### src/rtl/sdram_wb_arbiter.sv
// Two-master Wishbone arbiter in front of the SDRAM controller slave port (sd_clk domain).
// Port 1 (DMA) has fairness-bounded priority over port 0 (CPU); optional counters via SDARB_STATS_EN.
module sdram_wb_arbiter #(
    parameter int MAX_HI  = 4,
    parameter int TIMEOUT = 255,
    parameter int AW      = 24
) (
    input  logic          sd_clk,
    input  logic          reset,
    input  logic          m0_cyc,
    input  logic          m0_stb,
    input  logic          m0_we,
    input  logic [AW-1:0] m0_adr,
    input  logic [3:0]    m0_sel,
    input  logic [2:0]    m0_cti,
    input  logic [31:0]   m0_dat_i,
    output logic [31:0]   m0_dat_o,
    output logic          m0_ack,
    output logic          m0_err,
    input  logic          m1_cyc,
    input  logic          m1_stb,
    input  logic          m1_we,
    input  logic [AW-1:0] m1_adr,
    input  logic [3:0]    m1_sel,
    input  logic [2:0]    m1_cti,
    input  logic [31:0]   m1_dat_i,
    output logic [31:0]   m1_dat_o,
    output logic          m1_ack,
    output logic          m1_err,
    output logic          s_cyc,
    output logic          s_stb,
    output logic          s_we,
    output logic [AW-1:0] s_adr,
    output logic [3:0]    s_sel,
    output logic [2:0]    s_cti,
    output logic [31:0]   s_dat_o,
    input  logic [31:0]   s_dat_i,
    input  logic          s_ack,
`ifdef SDARB_STATS_EN
    input  logic          stat_clr,
    output logic [15:0]   stat_gnt0,
    output logic [15:0]   stat_gnt1,
    output logic [15:0]   stat_wait0,
`endif
    output logic [1:0]    gnt
);

    localparam int HW = (MAX_HI  < 1) ? 1 : $clog2(MAX_HI + 1);
    localparam int WW = (TIMEOUT < 1) ? 1 : $clog2(TIMEOUT + 1);
    localparam logic [HW-1:0] MAX_HI_C  = HW'(MAX_HI);
    localparam logic [WW-1:0] TIMEOUT_C = WW'(TIMEOUT);

    // State encoding doubles as the one-hot grant vector.
    typedef enum logic [1:0] {
        ST_IDLE = 2'b00,
        ST_G0   = 2'b01,
        ST_G1   = 2'b10
    } state_t;

    state_t          state_q;
    logic [HW-1:0]   hi_cnt_q;
    logic [WW-1:0]   wd_cnt_q;

    logic hi_below_max;
    logic go_g1;
    logic go_g0;
    logic own_cyc;
    logic timeout_hit;

    // Arbitration request decode and watchdog expiry (ack in the same cycle wins).
    always_comb begin
        hi_below_max = (hi_cnt_q < MAX_HI_C);
        go_g1        = (state_q == ST_IDLE) && m1_cyc && (hi_below_max || !m0_cyc);
        go_g0        = (state_q == ST_IDLE) && !go_g1 && m0_cyc;
        if (state_q == ST_G1) begin
            own_cyc = m1_cyc;
        end else if (state_q == ST_G0) begin
            own_cyc = m0_cyc;
        end else begin
            own_cyc = 1'b0;
        end
        timeout_hit = (state_q != ST_IDLE) && (wd_cnt_q == TIMEOUT_C) && !s_ack;
    end

    // Grant FSM with fairness counter and watchdog counter.
    always_ff @(posedge sd_clk) begin
        if (reset) begin
            state_q  <= ST_IDLE;
            hi_cnt_q <= {HW{1'b0}};
            wd_cnt_q <= {WW{1'b0}};
        end else begin
            case (state_q)
                ST_IDLE: begin
                    wd_cnt_q <= {WW{1'b0}};
                    if (go_g1) begin
                        state_q <= ST_G1;
                        if (m0_cyc) begin
                            hi_cnt_q <= hi_below_max ? hi_cnt_q + HW'(1) : hi_cnt_q;
                        end else begin
                            hi_cnt_q <= {HW{1'b0}};
                        end
                    end else if (go_g0) begin
                        state_q  <= ST_G0;
                        hi_cnt_q <= {HW{1'b0}};
                    end else begin
                        state_q  <= ST_IDLE;
                    end
                end
                ST_G0, ST_G1: begin
                    if (timeout_hit || !own_cyc) begin
                        state_q  <= ST_IDLE;
                        wd_cnt_q <= {WW{1'b0}};
                    end else if (s_ack) begin
                        wd_cnt_q <= {WW{1'b0}};
                    end else begin
                        wd_cnt_q <= wd_cnt_q + WW'(1);
                    end
                end
                default: begin
                    state_q  <= ST_IDLE;
                    wd_cnt_q <= {WW{1'b0}};
                end
            endcase
        end
    end

    assign gnt = state_q;

    // Slave bus mux: follows whichever master holds the grant, idle otherwise.
    always_comb begin
        s_cyc   = 1'b0;
        s_stb   = 1'b0;
        s_we    = 1'b0;
        s_adr   = {AW{1'b0}};
        s_sel   = 4'b0000;
        s_cti   = 3'b000;
        s_dat_o = 32'h0000_0000;
        if (state_q == ST_G1) begin
            s_cyc   = m1_cyc;
            s_stb   = m1_stb;
            s_we    = m1_we;
            s_adr   = m1_adr;
            s_sel   = m1_sel;
            s_cti   = m1_cti;
            s_dat_o = m1_dat_i;
        end else if (state_q == ST_G0) begin
            s_cyc   = m0_cyc;
            s_stb   = m0_stb;
            s_we    = m0_we;
            s_adr   = m0_adr;
            s_sel   = m0_sel;
            s_cti   = m0_cti;
            s_dat_o = m0_dat_i;
        end else begin
            s_cyc   = 1'b0;
        end
    end

    // Responses reach only the granted master; a reset cycle suppresses them.
    always_comb begin
        m0_ack   = (state_q == ST_G0) && s_ack && !reset;
        m1_ack   = (state_q == ST_G1) && s_ack && !reset;
        m0_err   = (state_q == ST_G0) && timeout_hit && !reset;
        m1_err   = (state_q == ST_G1) && timeout_hit && !reset;
        m0_dat_o = (state_q != ST_IDLE) ? s_dat_i : 32'h0000_0000;
        m1_dat_o = (state_q != ST_IDLE) ? s_dat_i : 32'h0000_0000;
    end

`ifdef SDARB_STATS_EN
    logic [15:0] stat_gnt0_q;
    logic [15:0] stat_gnt1_q;
    logic [15:0] stat_wait0_q;

    // Saturating grant and port-0 wait counters.
    always_ff @(posedge sd_clk) begin
        if (reset || stat_clr) begin
            stat_gnt0_q  <= 16'h0000;
            stat_gnt1_q  <= 16'h0000;
            stat_wait0_q <= 16'h0000;
        end else begin
            if (go_g0 && (stat_gnt0_q != 16'hFFFF)) begin
                stat_gnt0_q <= stat_gnt0_q + 16'h0001;
            end
            if (go_g1 && (stat_gnt1_q != 16'hFFFF)) begin
                stat_gnt1_q <= stat_gnt1_q + 16'h0001;
            end
            if (m0_cyc && (state_q != ST_G0) && (stat_wait0_q != 16'hFFFF)) begin
                stat_wait0_q <= stat_wait0_q + 16'h0001;
            end
        end
    end

    assign stat_gnt0  = stat_gnt0_q;
    assign stat_gnt1  = stat_gnt1_q;
    assign stat_wait0 = stat_wait0_q;
`endif

endmodule

### config.mk
export PLATFORM = sky130hd
export DESIGN_NAME = sdram_wb_arbiter
export DESIGN_NICKNAME = d
export VERILOG_FILES = /design/src/rtl/sdram_wb_arbiter.sv
export SDC_FILE = /design/constraint.sdc
export NUM_CORES = 1
export LEC_CHECK = 0
export CAP_MARGIN = 10
export CORE_AREA = 10 10 109 111
export CTS_CLUSTER_DIAMETER = 40
export DETAILED_ROUTE_END_ITERATION = 16
export DIE_AREA = 0 0 119 121
export GPL_TIMING_DRIVEN = 1
export PLACE_DENSITY = 0.71
export SETUP_SLACK_MARGIN = 0.5
export SYNTH_ARGS = -nofsm -noshare
export SYNTH_HDL_FRONTEND = slang
export SYNTH_SLANG_ARGS = --single-unit
export TNS_END_PERCENT = 30
### constraint.sdc
create_clock -name sd_clk -period 2.5 [get_ports sd_clk]
set_input_delay 0.375 -clock sd_clk [delete_from_list [all_inputs] [get_ports sd_clk]]
set_output_delay 0.375 -clock sd_clk [all_outputs]
set_load 0.1 [all_outputs]
==> results of run 1 <==
## final cells by class
cell class	count	area, um2	share of cell area
diodes	2	5.00	0.000626
clock buffers	4	45.0	0.00563
inverters	3	16.3	0.00203
multi-input cells	283	2470	0.309
flip-flops and latches	13	268	0.0335
well taps	133	166	0.0208
repair buffers	349	5020	0.628
## routing by layer
metal  global-route usage  wire length, um
met5                    0                0
met4               0.0237              423
met3               0.0498             1160
met2                0.430            11200
met1                0.225             6820
## report_power, final
group / internal (uW) / switching, uW / leakage [uW]
sequential: 211 / 3.35 / 0.000107
combinational: 1140 / 1810 / 0.00295
clock: 113 / 75.4 / 0.0000228
total: 1460 / 1880 / 0.00308
## what timing repair did
action	4_1_cts	5_1_grt
setup endpoints to repair	135	142
resized for setup	4	47
pin swaps	2	9
buffers inserted	3	16
cloned	1	20
## stage by stage
stage               total power (uW)  hold WS (ns)  setup TNS, ns   util  cells
floorplan                       2000         0.426              0      -    360
global placement                2920         0.434        -0.0123  0.747    741
detailed placement              2940         0.471        -0.0694  0.747    741
CTS                             3160         0.483              0  0.760    749
global route                    3420         0.522              0  0.830    786
finish                          3350         0.502              0  0.830    787
## worst paths after layout
kind | startpoint | endpoint | slack [ns] | cells past startpoint
hold reg to reg | wd_cnt_q[0] | wd_cnt_q[0] | 0.50 | 1
setup / recovery | gnt[1] | m0_err | 0.14 | 7
setup reg to reg | gnt[0] | wd_cnt_q[4] | 0.32 | 9
hold / removal | wd_cnt_q[0] | wd_cnt_q[0] | 0.50 | 1
## sequential cells by signal, indices dropped and copies added, names as in the netlist
register,count
hi_cnt_q,3
wd_cnt_q,8
gnt,2
## cell families (layout without fill, tap and decap cells)
group,after synthesis,after routing,share of synthesized area
simple gates,198,198,0.442
buf+inv,64,356,0.181
other cells,0,2,0
fa+ha+maj,5,5,0.0306
mux,1,1,0.00490
flops,13,13,0.127
xor+xnor,6,6,0.0257
compound gates,73,73,0.189
## worst max-delay path: stages (launching register included)
cell	delay, ns
sky130_fd_sc_hd__dfxtp_4	0.35
sky130_fd_sc_hd__inv_4	0.05
sky130_fd_sc_hd__ha_4	0.15
sky130_fd_sc_hd__or3b_4	0.37
sky130_fd_sc_hd__or3_4	0.35
sky130_fd_sc_hd__nor2_4	0.13
sky130_fd_sc_hd__and2_4	0.17
sky130_fd_sc_hd__buf_12	0.16
## placed cells by master, fill, tap and decap left out, types with 2 or more instances in the layout
cell type,count
sky130_fd_sc_hd__a22oi_1,2
sky130_fd_sc_hd__and2_4,2
sky130_fd_sc_hd__and2b_2,3
sky130_fd_sc_hd__buf_12,135
sky130_fd_sc_hd__buf_16,3
sky130_fd_sc_hd__buf_4,23
sky130_fd_sc_hd__buf_6,9
sky130_fd_sc_hd__buf_8,2
sky130_fd_sc_hd__clkbuf_16,11
sky130_fd_sc_hd__clkbuf_8,3
sky130_fd_sc_hd__clkdlybuf4s50_1,165
sky130_fd_sc_hd__dfxtp_1,11
sky130_fd_sc_hd__dfxtp_4,2
sky130_fd_sc_hd__diode_2,2
sky130_fd_sc_hd__ha_1,2
sky130_fd_sc_hd__ha_4,3
sky130_fd_sc_hd__inv_4,2
sky130_fd_sc_hd__nand2_1,110
sky130_fd_sc_hd__nand2_2,24
sky130_fd_sc_hd__nand3_1,5
sky130_fd_sc_hd__nand4_1,2
sky130_fd_sc_hd__nor2_1,13
sky130_fd_sc_hd__nor2b_4,29
sky130_fd_sc_hd__o21ai_4,65
sky130_fd_sc_hd__xnor2_1,4
sky130_fd_sc_hd__xor2_1,2
==> summary.md, run 1 <==
| Metric | Value |
|---|---|
| Status | `completed` |
| Synthesized flop and latch total | `13` |
| Pre-antenna DRT Iters | `4` |
| Power per cell area | `418 nW/um2` |
| Number of global-route vias before repair | `3573` |
| Floorplan row count | `36` |
| Crit Path Max Fanout | `3` |
| Post-Syn Nets | `532` |
| HPWL Detailed | `14.3 mm` |
| Startpoint-to-endpoint class of the critical path | `reg2out` |
| Top-area cell type share of the netlist area | `0.246` |
| Place WS | `-0.0352 ns` |
| Initial antenna violation count | `1` |
| Drt first-iter violations | `232` |
| Post-place instance area | `7200 um2` |
| Post-synth EDFFs | `0` |
| Number of DRC violations after detailed routing | `0` |
| Crit start category | `flop` |
| Fraction of final layout cells with drive strength greater than 1 | `0.495` |
| Setup repair after global routing missed its margin | `true` |
| Antenna viol nets, final | `0` |
| Commonest cells in the synthesized netlist | `134 x sky130_fd_sc_hd__nand2_1, 66 x sky130_fd_sc_hd__o21ai_0, 32 x sky130_fd_sc_hd__buf_4, 29 x sky130_fd_sc_hd__nor2b_1, 18 x sky130_fd_sc_hd__clkbuf_1` |
| Number of top-level design ports | `just over 300` |
| Post-Synthesis Cells | `360` |
| Area enclosed by the die boundary | `14400 um2` |
| Post-synth cell types | `33` |
| Quantity of hold-fixing buffers added after cts | `0` |
| Total number of nets in the final design | `around 830` |
| CTS Buf Count | `3` |
| Count leader, synth | `sky130_fd_sc_hd__nand2_1` |
| Die X-Extent | `119 um` |
| Async set-reset flop share out of synthesis | `0` |
| Arrival time at the worst endpoint | `1.99 ns` |
| Global-route wire length before repair | `23.9 mm` |
| Die height | `121 um` |
| Master cell of the clock root buffer | `sky130_fd_sc_hd__clkbuf_8` |
| TritonCTS Sinks | `13` |
| Actual transition at the worst max-transition pin | `0.624 ns` |
| Wire length after detailed routing | `19.6 mm` |
| Final routed wire length divided by cell count | `24.8 um` |
| Vias per std cell | `4.74` |
| Primary FF master, synth | `sky130_fd_sc_hd__dfxtp_1` |
| Average footprint of a synthesized cell | `approximately 5.7 um2` |
| Worst min-delay path category | `reg2reg` |
| Number of input and output port buffers inserted | `302` |
| Count of maximum capacitance violations | `0` |
| Pin count of the biggest net entering global routing | `38` |
| Post-layout worst setup margin | `roughly 0.14 ns` |
| Fin. max-slew vios | `0` |
| Post-synth top area cell | `sky130_fd_sc_hd__nand2_1` |
| Max-slew headroom at the worst pin | `0.584` |
| Starting density of the core | `0.212` |
| Period utilization | `0.944` |
| Portion of the post-synthesis area used by sequential elements | `0.127` |
| RePlAce Congestion | `between 0.7 and 0.8` |
| Clock tree from TritonCTS | `built` |
| Top cells by area in the synthesized netlist | `sky130_fd_sc_hd__nand2_1 25%, sky130_fd_sc_hd__o21ai_0 16%, sky130_fd_sc_hd__dfxtp_1 13%` |
| Final period demand of the worst path | `2.36 ns` |
| Overflow left after global routing | `0` |
| Worst-skew pair later-pin latency | `0.25 ns` |
| Data required time at the worst endpoint | `2.12 ns` |
| Fill cell count | `501` |
| Global Route Usage Sum | `0.214` |
| Final-report hold violation count | `0` |
| Total core area | `9640 um2` |
| Synth warnings | `0` |
| Cell area after layout | `roughly 8000 um2` |
| Largest vdd supply drop | `approximately 0.00041 V` |
| Area added between synthesis and finish | `292%` |
| FMAX | `424 MHz` |
| Worst setup skew after layout | `0.00341 ns` |
| Vias post-DR | `3734` |
| Number of failing setup endpoints in the final timing report | `0` |
| Clock slew at reported path FFs | `0.05 ns` |
| CTS H-tree lvls | `1` |
| Cell area after synthesis | `slightly above 2000 um2` |
| Number of buffers between clock root and the deepest sink | `2` |
| Leakage power of the design | `a little over 0.003 uW` |
| Worst Setup End Kind | `output port` |
Note: power is estimated with default switching activity, not from simulation.
==> run 2: changes to the inputs <==
--- a/config.mk
+++ b/config.mk
@@ -13,6 +13,7 @@
 export GPL_TIMING_DRIVEN = 1
 export PLACE_DENSITY = 0.71
 export SETUP_SLACK_MARGIN = 0.5
+export SLEW_MARGIN = 25
 export SYNTH_ARGS = -nofsm -noshare
 export SYNTH_HDL_FRONTEND = slang
 export SYNTH_SLANG_ARGS = --single-unit
==> constraint.sdc (replaced) <==
create_clock -name sd_clk -period 2.7 [get_ports sd_clk]
set_input_delay 0.405 -clock sd_clk [delete_from_list [all_inputs] [get_ports sd_clk]]
set_output_delay 0.405 -clock sd_clk [all_outputs]
set_load 0.1 [all_outputs]
==> summary.md, run 2 (synthesis results as in run 1) <==
| Metric | Value |
|---|---|
| Antenna viol nets, final | `0` |
| Final routed wire length divided by cell count | `19.7 um` |
| Die height | `121 um` |
| Number of failing setup endpoints in the final timing report | `0` |
| Global Route Usage Sum | `0.194` |
| Crit Path Max Fanout | `3` |
| Number of top-level design ports | `303` |
| Power per cell area | `approximately 410 nW/um2` |
| Number of buffers between clock root and the deepest sink | `2` |
| Fin. max-slew vios | `0` |
| Status | `completed` |
| Wire length after detailed routing | `14.8 mm` |
| Pin count of the biggest net entering global routing | `38` |
| Final-report hold violation count | `0` |
| Crit start category | `flop` |
| Area enclosed by the die boundary | `about 14000 um2` |
| Cell at the slowest stage of the critical path | `sky130_fd_sc_hd__dfxtp_4` |
| CTS Buf Count | `3` |
| Largest vdd supply drop | `0.000265 V` |
| Worst min-delay path category | `reg2reg` |
| Final period demand of the worst path | `2.40 ns` |
| Global-route wire length before repair | `22.5 mm` |
| Arrival time at the worst endpoint | `2.00 ns` |
| Starting density of the core | `0.212` |
| Drt first-iter violations | `143` |
| Number of DRC violations after detailed routing | `0` |
| Actual transition at the worst max-transition pin | `0.607 ns` |
| Period utilization | `0.889` |
| Length in cells of the worst reg-to-reg path | `6` |
| Clock tree from TritonCTS | `built` |
| Total power | `2720 uW` |
| Hold Path Stages | `1` |
| Worst-skew pair later-pin latency | `0.24 ns` |
| Number of global-route vias before repair | `3721` |
| Fraction of final layout cells with drive strength greater than 1 | `0.429` |
| Quantity of hold-fixing buffers added after cts | `0` |
| Master cell of the clock root buffer | `sky130_fd_sc_hd__clkbuf_8` |
| Number of gates on the worst path with buffers counted | `7` |
| TritonCTS Sinks | `13` |
| Cell family contributing the most delay on the critical path | `simple AND/OR/NAND/NOR gates` |
| Fill cell count | `761` |
| Area added between synthesis and finish | `228%` |
| FMAX | `416 MHz` |
| Vias per std cell | `approximately 4.5` |
| Count of maximum capacitance violations | `0` |
| Initial antenna violation count | `1` |
| Setup repair after global routing missed its margin | `true` |
| Max-slew headroom at the worst pin | `0.595` |
| Total number of nets in the final design | `789` |
| Worst path max stage delay | `between 0.3 and 0.4 ns` |
| Leakage power of the design | `0.00261 uW` |
| Accumulated negative setup slack | `0 ns` |
| Reg with most FFs | `wd_cnt_q` |
| Data required time at the worst endpoint | `between 2 and 2.5 ns` |
| Commonest cells after routing, fill and taps aside | `165 x sky130_fd_sc_hd__clkdlybuf4s50_1, 134 x sky130_fd_sc_hd__nand2_1, 80 x sky130_fd_sc_hd__buf_12, 65 x sky130_fd_sc_hd__o21ai_4, 65 x sky130_fd_sc_hd__buf_4` |
| Leading cell type in the layout, fill and taps excluded | `sky130_fd_sc_hd__clkdlybuf4s50_1` |
| Max FFs per register | `8` |
| Overflow left after global routing | `0` |
| Number of input and output port buffers inserted | `between 300 and 400` |
| Vias post-DR | `roughly 3.4k` |
| Total core area | `9640 um2` |
| Sequence of cells on the critical path | `inv_4 -> ha_4 -> or3b_4 -> or3_4 -> nor2_4 -> and2_4 -> buf_12` |
| Die X-Extent | `119 um` |
| Clock slew at reported path FFs | `0.06 ns` |
| Worst setup skew after layout | `0.000820 ns` |
| Floorplan row count | `36` |
| Buf+Inv Stages, Crit Path | `2` |
| Startpoint-to-endpoint class of the critical path | `reg2out` |
| Worst Setup End Kind | `output port` |
| CTS H-tree lvls | `1` |
| RePlAce Congestion | `0.835` |
| Pre-antenna DRT Iters | `4` |
| HPWL Detailed | `around 13 mm` |
## run 2: cell types whose count changed in the layout (fill, tap and decap cells not counted), sizes merged
cell / delta
buf: -25
clkbuf: -12
clkinv: +1
diode: -1
## run 2: layout make-up
class	instances	area, um2	area share
Antenna cell	1	2.50	0.000374
Clock buffer	3	41.3	0.00617
Clock inverter	1	5.00	0.000748
Inverter	3	16.3	0.00243
Multi-Input combinational cell	283	2400	0.359
Sequential cell	13	268	0.0400
Tap cell	133	166	0.0249
Timing Repair Buffer	313	3790	0.566
## run 2: timing repair
item                       4_1_cts  5_1_grt
gates cloned                     0        0
pin swaps                        1        0
setup endpoints to repair      132       62
setup buffers                    3        1
gates resized for setup          3        0
## run 2: per-stage QoR
step,setup slack [ns],hold slack (ns),cells,util,instance area [um2]
final,0.299,0.468,750,0.694,6690
after global placement,0.133,0.437,741,0.683,6590
after detailed placement,0.123,0.450,741,0.683,6590
after floorplan,0.257,0.426,360,-,3320
after CTS,0.284,0.471,748,0.693,6680
after global routing,0.219,0.510,750,0.694,6690
## run 2: per-layer routing
metal	up-vias	global-route usage	wire length, um
li1	1645	-	-
met1	1572	0.186	4930
met2	173	0.383	8280
met3	12	0.0745	1370
met4	0	0.0344	223
met5	-	0	0
## run 2: path summary, 6_finish.rpt
check               from          end  slack, ns
max               gnt[1]       m0_err       0.30
min reg2reg  wd_cnt_q[0]  wd_cnt_q[0]       0.47
max reg2reg       gnt[1]  wd_cnt_q[6]       0.69
min          wd_cnt_q[0]  wd_cnt_q[0]       0.47
## run 2: power by group
part	internal (uW)	switching, uW
Combinational	794	1560
Clock	102	70.9
Sequential	195	4.26
==> run 3: changes to the inputs <==
--- a/config.mk
+++ b/config.mk
@@ -6,12 +6,12 @@
 export NUM_CORES = 1
 export LEC_CHECK = 0
 export CAP_MARGIN = 10
-export CORE_AREA = 10 10 109 111
+export CORE_AREA = 2 2 117 119
 export CTS_CLUSTER_DIAMETER = 40
 export DETAILED_ROUTE_END_ITERATION = 16
 export DIE_AREA = 0 0 119 121
 export GPL_TIMING_DRIVEN = 1
-export PLACE_DENSITY = 0.71
+export PLACE_DENSITY = 0.55
 export SETUP_SLACK_MARGIN = 0.5
 export SLEW_MARGIN = 25
 export SYNTH_ARGS = -nofsm -noshare
==> summary.md, run 3 (synthesis results as in run 1) <==
| Metric | Value |
|---|---|
| Status | `completed` |
| Data required time at the worst endpoint | `2.30 ns` |
| Global Route Usage Sum | `0.153` |
| Number of top-level design ports | `303` |
| Number of failing setup endpoints in the final timing report | `0` |
| Max FFs per register | `8` |
| Reg with most FFs | `wd_cnt_q` |
| Number of buffers between clock root and the deepest sink | `2` |
| Die X-Extent | `roughly 120 um` |
| Vias per std cell | `4.17` |
| TritonCTS Sinks | `13` |
| Power per cell area | `413 nW/um2` |
| Overflow left after global routing | `0` |
| Cell at the slowest stage of the critical path | `sky130_fd_sc_hd__or3b_4` |
| HPWL Detailed | `9.76 mm` |
| Number of input and output port buffers inserted | `302` |
| Combinational share of power | `0.832` |
| Actual transition at the worst max-transition pin | `0.619 ns` |
| Final period demand of the worst path | `2.38 ns` |
| Crit start category | `flop` |
| Total core area | `13100 um2` |
| Worst flop-to-flop path startpoint | `gnt[0]` |
| Clock network power share | `0.098` |
| Worst path max stage delay | `between 0.3 and 0.4 ns` |
| Largest vdd supply drop | `0.000299 V` |
| Drt first-iter violations | `109` |
| Number of DRC violations after detailed routing | `0` |
| Buf+Inv Stages, Crit Path | `2` |
| Quantity of hold-fixing buffers added after cts | `0` |
| Sequence of cells on the critical path | `inv_4 -> ha_4 -> or3b_4 -> or3_4 -> nor2_4 -> and2_4 -> buf_12` |
| Cell family contributing the most delay on the critical path | `simple AND/OR/NAND/NOR gates` |
| Area added between synthesis and finish | `237%` |
| Global-route wire length before repair | `between 15 and 20 mm` |
| Wire length after detailed routing | `about 12 mm` |
| Number of global-route vias before repair | `between 3k and 4k` |
| Master cell of the clock root buffer | `sky130_fd_sc_hd__clkbuf_16` |
| Initial antenna violation count | `0` |
| Crit Path Max Fanout | `2` |
| Total number of nets in the final design | `793` |
| Fin. max-slew vios | `0` |
| Leading cell type in the layout, fill and taps excluded | `sky130_fd_sc_hd__clkdlybuf4s50_1` |
| Setup repair after global routing missed its margin | `true` |
| Launching instance or port of the critical path | `gnt[0]` |
| Worst setup skew after layout | `0.00302 ns` |
| Startpoint-to-endpoint class of the critical path | `reg2out` |
| Post-layout worst setup margin | `0.325 ns` |
| Power dissipated by switching net loads | `1630 uW` |
| Final-report hold violation count | `0` |
| Starting density of the core | `0.156` |
| FMAX | `~420 MHz` |
| Area enclosed by the die boundary | `approximately 14000 um2` |
| Period utilization | `0.880` |
| Antenna viol nets, final | `0` |
| Place WS | `0.122 ns` |
| Switching share of power | `0.575` |
| Worst hold start | `wd_cnt_q[0]` |
| Leakage power of the design | `roughly 0.0027 uW` |
| Count of maximum capacitance violations | `0` |
| Floorplan row count | `42` |
| Commonest cells after routing, fill and taps aside | `165 x sky130_fd_sc_hd__clkdlybuf4s50_1, 134 x sky130_fd_sc_hd__nand2_1, 77 x sky130_fd_sc_hd__buf_12, 66 x sky130_fd_sc_hd__buf_4, 65 x sky130_fd_sc_hd__o21ai_4` |
| Seq pwr share | `0.070` |
| Accumulated negative setup slack | `0 ns` |
| Internal Power | `~1200 uW` |
| Final routed wire length divided by cell count | `15.7 um` |
| Arrival time at the worst endpoint | `1.97 ns` |
| CTS H-tree lvls | `1` |
| Pre-antenna DRT Iters | `4` |
| Worst-skew pair later-pin latency | `0.24 ns` |
| Worst min-delay path category | `reg2reg` |
| Fraction of final layout cells with drive strength greater than 1 | `0.431` |
| Pin count of the biggest net entering global routing | `67` |
| Antenna diode count | `0` |
| Clock tree from TritonCTS | `built` |
| Max-slew headroom at the worst pin | `0.587` |
| Die height | `121 um` |
| CTS Buf Count | `3` |
| Vias post-DR | `3320` |
| Worst Setup End Kind | `output port` |
| RePlAce Congestion | `slightly below 0.8` |
| Clock slew at reported path FFs | `0.04 ns` |
-- run 3: changes by cell type in the layout (fill, tap and decap cells not counted), sizes merged --
| cell | previous run | this run |
|---|---|---|
| clkbuf | 3 | 8 |
| clkinv | 1 | 0 |
| diode | 1 | 0 |
-- run 3: worst paths after layout --
kind	cells after the start	endpoint	slack, ns
max reg2reg	8	wd_cnt_q[3]	0.60
max	7	m0_err	0.32
min	1	wd_cnt_q[0]	0.47
min reg2reg	1	wd_cnt_q[0]	0.47
-- run 3: power groups by stage --
stage          Sequential [uW]  Clock, uW  Combinational, uW
6_report                   199        278               2370
5_1_grt                    199        297               2440
4_1_cts                    199        285               2340
3_5_place_dp               204          0               2330
3_3_place_gp               203          0               2320
2_1_floorplan              219          0               1630
-- run 3: what timing repair did --
item                       CTS  global route
resized for setup            3             4
pin swaps                    1             0
cloned                       0             4
setup buffers                4             2
setup endpoints to repair  109            82
-- run 3: final cells by class --
cell class                      count  area, um2
Inverter                            3       16.3
Multi-Input combinational cell    283       2410
Tap cell                          176        220
Clock buffer                        4       78.8
Timing Repair Buffer              317       3890
Sequential cell                    13        268
Fill cell                        1150       6200
-- run 3: metrics by stage --
stage / cells / util / area, um2 / hold slack [ns] / power [uW]
4_1_cts: 790 / 0.515 / 6740 / 0.476 / 2820
2_1_floorplan: 360 / - / 3320 / 0.426 / 1850
5_1_grt: 796 / 0.526 / 6890 / 0.503 / 2930
6_report: 796 / 0.526 / 6890 / 0.475 / 2840
3_3_place_gp: 782 / 0.506 / 6630 / 0.436 / 2520
3_5_place_dp: 782 / 0.506 / 6630 / 0.466 / 2530
-- run 3: layer usage --
layer,up-vias,global-route usage,wire (um)
met4,0,0.0260,141
met5,-,0,0
met1,1503,0.162,4430
met3,9,0.0461,1050
met2,157,0.300,6840
li1,1651,-,-
